[config.mk]
export PLATFORM = sky130hd
export DESIGN_NAME = m_stage_ctrl_pipe_flat
export DESIGN_NICKNAME = d
export VERILOG_FILES = /design/src/rtl/m_stage_ctrl_pipe_if.sv /design/src/rtl/m_stage_ctrl_pipe.sv /design/src/flat_wrapper.sv
export SDC_FILE = /design/constraint.sdc
export NUM_CORES = 1
export LEC_CHECK = 0
export ABC_AREA = 1
export CORE_ASPECT_RATIO = 0.8
export CORE_MARGIN = 2
export CORE_UTILIZATION = 36
export DETAILED_ROUTE_END_ITERATION = 16
export GPL_ROUTABILITY_DRIVEN = 0
export PLACE_DENSITY = 0.87
export RECOVER_POWER = 100
export SYNTH_ARGS = -nofsm -noshare
export SYNTH_HDL_FRONTEND = slang
export SYNTH_SLANG_ARGS = --single-unit
[constraint.sdc]
create_clock -name clk -period 1.25 [get_ports clk]
set_clock_uncertainty 0.1 [all_clocks]
set_input_delay 0.125 -clock clk [delete_from_list [all_inputs] [get_ports clk]]
set_output_delay 0.125 -clock clk [all_outputs]
set_load 0.05 [all_outputs]
[src/rtl/m_stage_ctrl_pipe_if.sv]
// E->M handshake and M-stage control bundle for m_stage_ctrl_pipe.
// slave  : the M-stage controller (consumes E outputs, drives M decode).
// master : the surrounding pipeline / hazard unit / data memory side.
interface m_stage_ctrl_pipe_if #(
  parameter int TNEW_W = 2
);
  logic              stall_in;
  logic              flush_in;
  logic [31:0]       instr_e;
  logic [1:0]        addr_e;
  logic              mem_ready;
  logic [31:0]       instr_m;
  logic [TNEW_W-1:0] tnew;
  logic [4:0]        a3;
  logic              memwrite;
  logic              memread;
  logic [3:0]        byte_en;
  logic              jalop;
  logic              change;
  logic              align_err;
  logic              mem_busy;

  modport slave (
    input  stall_in, flush_in, instr_e, addr_e, mem_ready,
    output instr_m, tnew, a3, memwrite, memread, byte_en,
           jalop, change, align_err, mem_busy
  );

  modport master (
    output stall_in, flush_in, instr_e, addr_e, mem_ready,
    input  instr_m, tnew, a3, memwrite, memread, byte_en,
           jalop, change, align_err, mem_busy
  );
endinterface

[src/rtl/m_stage_ctrl_pipe.sv]
// M-stage controller for the 5-stage MIPS pipeline.
// Owns the E/M register (instruction + address bits [1:0]), the load Tnew
// countdown, and the combinational decode of hazard info and memory strobes.
// Optional macro M_EXT_MEM_EN adds an IDLE/ACCESS FSM that waits on
// mem_ready and raises mem_busy; without it memory is single-cycle.
module m_stage_ctrl_pipe #(
  parameter int LOAD_LAT = 1,
  parameter int TNEW_W   = 2
) (
  input  logic                 clk,
  input  logic                 reset_n,
  m_stage_ctrl_pipe_if.slave   bus
);

  localparam logic [5:0] OP_SPECIAL = 6'h00;
  localparam logic [5:0] OP_J       = 6'h02;
  localparam logic [5:0] OP_JAL     = 6'h03;
  localparam logic [5:0] OP_BEQ     = 6'h04;
  localparam logic [5:0] OP_ORI     = 6'h0D;
  localparam logic [5:0] OP_LUI     = 6'h0F;
  localparam logic [5:0] OP_LB      = 6'h20;
  localparam logic [5:0] OP_LH      = 6'h21;
  localparam logic [5:0] OP_LW      = 6'h23;
  localparam logic [5:0] OP_LBU     = 6'h24;
  localparam logic [5:0] OP_LHU     = 6'h25;
  localparam logic [5:0] OP_SB      = 6'h28;
  localparam logic [5:0] OP_SH      = 6'h29;
  localparam logic [5:0] OP_SW      = 6'h2B;
  localparam logic [5:0] FN_ADDU    = 6'h21;
  localparam logic [5:0] FN_SUBU    = 6'h23;
  localparam logic [5:0] FN_SLT     = 6'h2A;
  localparam logic [5:0] FN_SLTU    = 6'h2B;

  localparam logic [TNEW_W-1:0] LAT = TNEW_W'(LOAD_LAT);

  typedef struct packed {
    logic load;
    logic store;
    logic misalign;
  } acc_t;

  // Memory-access class of an opcode at a given byte offset.
  function automatic acc_t classify(input logic [5:0] op, input logic [1:0] addr);
    acc_t a;
    a = '0;
    case (op)
      OP_LW:         begin a.load  = 1'b1; a.misalign = (addr != 2'b00); end
      OP_LH, OP_LHU: begin a.load  = 1'b1; a.misalign = addr[0];         end
      OP_LB, OP_LBU: a.load = 1'b1;
      OP_SW:         begin a.store = 1'b1; a.misalign = (addr != 2'b00); end
      OP_SH:         begin a.store = 1'b1; a.misalign = addr[0];         end
      OP_SB:         a.store = 1'b1;
      default:       ;
    endcase
    return a;
  endfunction

  logic [31:0]       instr_m_q;
  logic [1:0]        addr_m_q;
  logic [TNEW_W-1:0] tnew_q;
  logic              mem_busy;
  acc_t              acc_e;
  acc_t              acc_m;
  logic [TNEW_W-1:0] tnew_dec;

  assign acc_e    = classify(bus.instr_e[31:26], bus.addr_e);
  assign acc_m    = classify(instr_m_q[31:26], addr_m_q);
  assign tnew_dec = (tnew_q != '0) ? tnew_q - TNEW_W'(1) : '0;

  // E/M register: busy > stall > flush > capture.
  // NOTE: sequential state uses non-blocking (<=) so every flop samples pre-edge values.
  always_ff @(posedge clk or negedge reset_n) begin
    if (!reset_n) begin
      instr_m_q <= '0;
      addr_m_q  <= '0;
      tnew_q    <= '0;
    end else if (mem_busy) begin
      instr_m_q <= instr_m_q;
      addr_m_q  <= addr_m_q;
      tnew_q    <= tnew_q;
    end else if (bus.stall_in) begin
      tnew_q    <= tnew_dec;
    end else if (bus.flush_in) begin
      instr_m_q <= '0;
      addr_m_q  <= '0;
      tnew_q    <= '0;
    end else begin
      instr_m_q <= bus.instr_e;
      addr_m_q  <= bus.addr_e;
      tnew_q    <= acc_e.load ? LAT : '0;
    end
  end

`ifdef M_EXT_MEM_EN
  typedef enum logic {IDLE, ACCESS} state_t;

  state_t state_q, state_d;
  logic   new_access;

  assign new_access = !bus.stall_in && !bus.flush_in &&
                      (acc_e.load || acc_e.store) && !acc_e.misalign;

  // Access state register.
  always_ff @(posedge clk or negedge reset_n) begin
    if (!reset_n) state_q <= IDLE;
    else          state_q <= state_d;
  end

  // Next state and busy: busy while an access is outstanding; a completing
  // access lets the register capture, which may start the next access.
  // NOTE: defaults assigned first so no path leaves a signal unassigned (no latch).
  always_comb begin
    state_d  = state_q;
    mem_busy = 1'b0;
    case (state_q)
      IDLE:   if (new_access) state_d = ACCESS;
      ACCESS: begin
        if (!bus.mem_ready) mem_busy = 1'b1;
        else                state_d  = new_access ? ACCESS : IDLE;
      end
      default: state_d = IDLE;
    endcase
  end
`else
  assign mem_busy = 1'b0;
`endif

  // Decode of the instruction currently in M.
  always_comb begin
    bus.a3        = 5'd0;
    bus.jalop     = 1'b0;
    bus.change    = 1'b0;
    bus.memread   = acc_m.load  && !acc_m.misalign;
    bus.memwrite  = acc_m.store && !acc_m.misalign;
    bus.align_err = acc_m.misalign;
    bus.byte_en   = 4'b0000;
    case (instr_m_q[31:26])
      OP_SPECIAL: begin
        case (instr_m_q[5:0])
          FN_ADDU, FN_SUBU: bus.a3 = instr_m_q[15:11];
          FN_SLT, FN_SLTU: begin
            bus.a3     = instr_m_q[15:11];
            bus.change = 1'b1;
          end
          default: ;
        endcase
      end
      OP_ORI, OP_LUI, OP_LW, OP_LB, OP_LBU, OP_LH, OP_LHU:
        bus.a3 = instr_m_q[20:16];
      OP_JAL: begin
        bus.a3    = 5'd31;
        bus.jalop = 1'b1;
      end
      OP_SW: bus.byte_en = 4'b1111;
      OP_SH: bus.byte_en = addr_m_q[1] ? 4'b1100 : 4'b0011;
      OP_SB: bus.byte_en = 4'b0001 << addr_m_q;
      OP_J, OP_BEQ: ;
      default: ;
    endcase
    if (acc_m.misalign) bus.byte_en = 4'b0000;
  end

  assign bus.instr_m  = instr_m_q;
  assign bus.tnew     = tnew_q;
  assign bus.mem_busy = mem_busy;

endmodule

[src/flat_wrapper.sv]
// flat-port wrapper written by rule: the top's interface ports become plain ports
module m_stage_ctrl_pipe_flat 
#(
  parameter int LOAD_LAT = 1,
  parameter int TNEW_W   = 2
)
  (clk, reset_n, bus_stall_in, bus_flush_in, bus_instr_e, bus_addr_e, bus_mem_ready, bus_instr_m, bus_tnew, bus_a3, bus_memwrite, bus_memread, bus_byte_en, bus_jalop, bus_change, bus_align_err, bus_mem_busy);
  m_stage_ctrl_pipe_if #(.TNEW_W(TNEW_W)) bus_i ();
  input  logic clk;
  input  logic reset_n;
  input wire logic [$bits(bus_i.stall_in)-1:0] bus_stall_in;
  input wire logic [$bits(bus_i.flush_in)-1:0] bus_flush_in;
  input wire logic [$bits(bus_i.instr_e)-1:0] bus_instr_e;
  input wire logic [$bits(bus_i.addr_e)-1:0] bus_addr_e;
  input wire logic [$bits(bus_i.mem_ready)-1:0] bus_mem_ready;
  output wire logic [$bits(bus_i.instr_m)-1:0] bus_instr_m;
  output wire logic [$bits(bus_i.tnew)-1:0] bus_tnew;
  output wire logic [$bits(bus_i.a3)-1:0] bus_a3;
  output wire logic [$bits(bus_i.memwrite)-1:0] bus_memwrite;
  output wire logic [$bits(bus_i.memread)-1:0] bus_memread;
  output wire logic [$bits(bus_i.byte_en)-1:0] bus_byte_en;
  output wire logic [$bits(bus_i.jalop)-1:0] bus_jalop;
  output wire logic [$bits(bus_i.change)-1:0] bus_change;
  output wire logic [$bits(bus_i.align_err)-1:0] bus_align_err;
  output wire logic [$bits(bus_i.mem_busy)-1:0] bus_mem_busy;
  assign bus_i.stall_in = bus_stall_in;
  assign bus_i.flush_in = bus_flush_in;
  assign bus_i.instr_e = bus_instr_e;
  assign bus_i.addr_e = bus_addr_e;
  assign bus_i.mem_ready = bus_mem_ready;
  assign bus_instr_m = bus_i.instr_m;
  assign bus_tnew = bus_i.tnew;
  assign bus_a3 = bus_i.a3;
  assign bus_memwrite = bus_i.memwrite;
  assign bus_memread = bus_i.memread;
  assign bus_byte_en = bus_i.byte_en;
  assign bus_jalop = bus_i.jalop;
  assign bus_change = bus_i.change;
  assign bus_align_err = bus_i.align_err;
  assign bus_mem_busy = bus_i.mem_busy;
  m_stage_ctrl_pipe #(.LOAD_LAT(LOAD_LAT), .TNEW_W(TNEW_W)) u_core (.clk(clk), .reset_n(reset_n), .bus(bus_i));
endmodule
==> results.md <==
- Antenna violation net count after detailed routing: 0
- Synth area leader: dfrtp_1
- Synth warn: 0
- CTS tree: yes
- Layout cells sized above 1: 0.472
- Sink Count: 36
- Largest fanout on the critical path: 5
- Max Cap Violations: 0
- Pleak: 1.65 nW
- Post-Synthesis Cells: 230
- Fmax: 533 MHz
- Initial Util: 0.381
- Clk slew on worst S/H paths: 70 ps
- Crit path cell chain: inv_2 > nor2_4 > inv_2 > nor2_4 > nand3_2 > a21oi_4 > buf_12
- Worst Setup Start Kind: flop
- Synth Area in Adders: 0
- Reg2Reg Depth: 3
- Cell Pwr Density: 972 nW/um^2
- Xor/xnor share of the synthesized area: 0
- Seq/Total Area, Yosys: 0.505
- Die extent in y: 66.9 microns
- CTS Root Cell: clkbuf_8
- Fin. Hold Viols: 0
- Multi-input logic area: 890 sq um
- Dpl hpwl: 4.74 mm
- Final non-filler cell total: 416
- Top cells by area, synth: dfrtp_1 51%, inv_1 10%, nand2_1 9.3%, o22ai_1 6.0%, nor2_1 4.0%
- Pre-antenna DRT Iters: 4
- Crit-path slowest cell: dfrtp_2
- Final setup violation count: 20
- Worst-Skew Late Latency: 290 ps
- Critical path data required time: 1020 ps
- Initial DRC count: 74
- Synth Area in Compound Gates: 0.141
- DR vias: 2045
- Commonest non-fill, non-tap cells in the layout: 47 x inv_1, 36 x clkdlybuf4s50_1, 28 x buf_4
- Syn Area/Cell: 7.75 sq um
- DR vias/cell: 4.92
- Register area: 915 sq um
- Worst endpoint data arrival time: 1650 ps
- Mapped Area: 1780 sq um
- Status: finished, violations left
- Failing checks: setup timing
- Min setup slack post-route: -627 ps
- Initial antenna violation count: 0
- Worst Setup End Kind: output pin
- Final Critical Period: 1880 ps
- Hold Path Class: primary input to async pin
- Rows: 22
- Flip-flop and latch count after synthesis: 36
- Die area: 5540 sq um
- Period Utilization, post-route: 1.50
- Top cell type's share of synthesized area: 0.505
- Die W: 82.7 microns
- Total CTS buffers: 5
- CTS HTree Levels: 2
- Most common cell after layout, fill and taps aside: inv_1
- Mapped Nets: 269
- Layout filler cell count: 309
- Area growth syn-to-layout: 95.1%
- Final Max Tran Viols: 0
- Setup Total Neg Slack: -8530 ps
- Dpl ws: -272 ps
- Fin util: 0.743
- Largest net degree at the start of global routing: 22
- WS Path Type: flop to output pin
- Simple-gate portion of the synthesized area: 0.213
- Grt total ovfl: 0
- Worst vdd ir: 0.830 mV
- RSZ-0062 raised after global routing: yes
- Mux contribution to synthesized area: 0
- Vias in the first global route: 2219
- IO buf count: 85
- Final-stage net count: 394
- Clk buf depth: 2
- Critical path's largest stage delay: 450 ps
- Main combinational cell family by area after synthesis: simple AND/OR/NAND/NOR gates
- Yosys cell types: 23
- Worst hold margin: 201 ps
- N_diodes: 0
- GR Util All Layers: 0.250
- Fin area: 3480 sq um
- Total power: 3.38 mW
- # DRC: 0
- I/O pins: 88
- Drt total wl: 6.12 mm
- Placeable Area: 4680 sq um
- First-pass GRT wire length: 10.3 mm
- Placed inst area: 3620 sq um
- Placed insts: 403
- WL/cell: 14.7 microns
## cells by family (layout without fill, tap and decap cells)
group,after synthesis,after routing
AOI/OAI and AO/OA,46,46
buffers and inverters,63,189
DFF,36,36
other,1,1
and+or+nand+nor,84,84
## registers in the layout, summed over array words and instances (netlist names)
signal and flops:
u_core.addr_m_q 2, u_core.bus.instr_m 32, u_core.bus.tnew 2
## worst max-delay path: cells and delay by family (launching register included)
family	cells	cell delay, ps
simple gates	3	400
compound gates	1	190
buf+inv	3	310
flops	1	450
## Yosys cell counts
cell type,n
inv_1,49
nand2_1,44
dfrtp_1,36
nor2_1,19
o22ai_1,17
o21ai_1,14
a21oi_1,10
nand3_1,9
inv_2,6
buf_2,5
o21ai_0,5
nor2_4,3
clkbuf_1,2
nor2_2,2
buf_4,1
conb_1,1
nand2_2,1
nand2_4,1
nand3_2,1
nand3b_1,1
nand4_1,1
nor3_1,1
or2_1,1
## layer usage
layer	routed length (microns)	vias to the layer above	share of wire	GRT usage
met5	0	-	0	0
met4	191	0	0.031	0.111
met3	441	20	0.072	0.0799
met2	3250	76	0.53	0.440
met1	2240	990	0.37	0.274
li1	-	959	-	-
## final timing paths
kind	startpoint	slack [ps]	end
min	reset_n	200	u_core.bus.instr_m[23]$_DFFE_PN0N_
max in group asynchronous	reset_n	140	u_core.bus.instr_m[8]$_DFFE_PN0N_
max	u_core.bus.instr_m[29]$_DFFE_PN0N_	-630	bus_byte_en[1]
min reg2reg	u_core.bus.instr_m[22]$_DFFE_PN0N_	390	u_core.bus.instr_m[22]$_DFFE_PN0N_
max reg2reg	u_core.bus.instr_m[29]$_DFFE_PN0N_	200	u_core.bus.instr_m[29]$_DFFE_PN0N_
min in group clk	bus_instr_e[25]	270	u_core.bus.instr_m[25]$_DFFE_PN0N_
## power by group
group | total (mW) | internal, mW | switching, mW
clock | 0.798 | 0.391 | 0.407
combinational | 1.24 | 0.518 | 0.723
sequential | 1.34 | 1.26 | 0.0864
## cell type report
cell class	count	share of cell area
flip-flops and latches	36	0.263
multi-input cells	131	0.256
repair buffers	126	0.377
inverters	55	0.0594
clock buffers	7	0.0219
clock inverters	1	0.00144
well taps	60	0.0216
## what timing repair did
action                     in CTS  in global routing
setup endpoints to repair      21                 21
hold endpoints to repair       15                  0
hold buffers                    1                  0
gates resized for setup        21                 12
setup buffers                   3                  3
pin swaps                       2                  3
(Power assumes the default switching activity.)
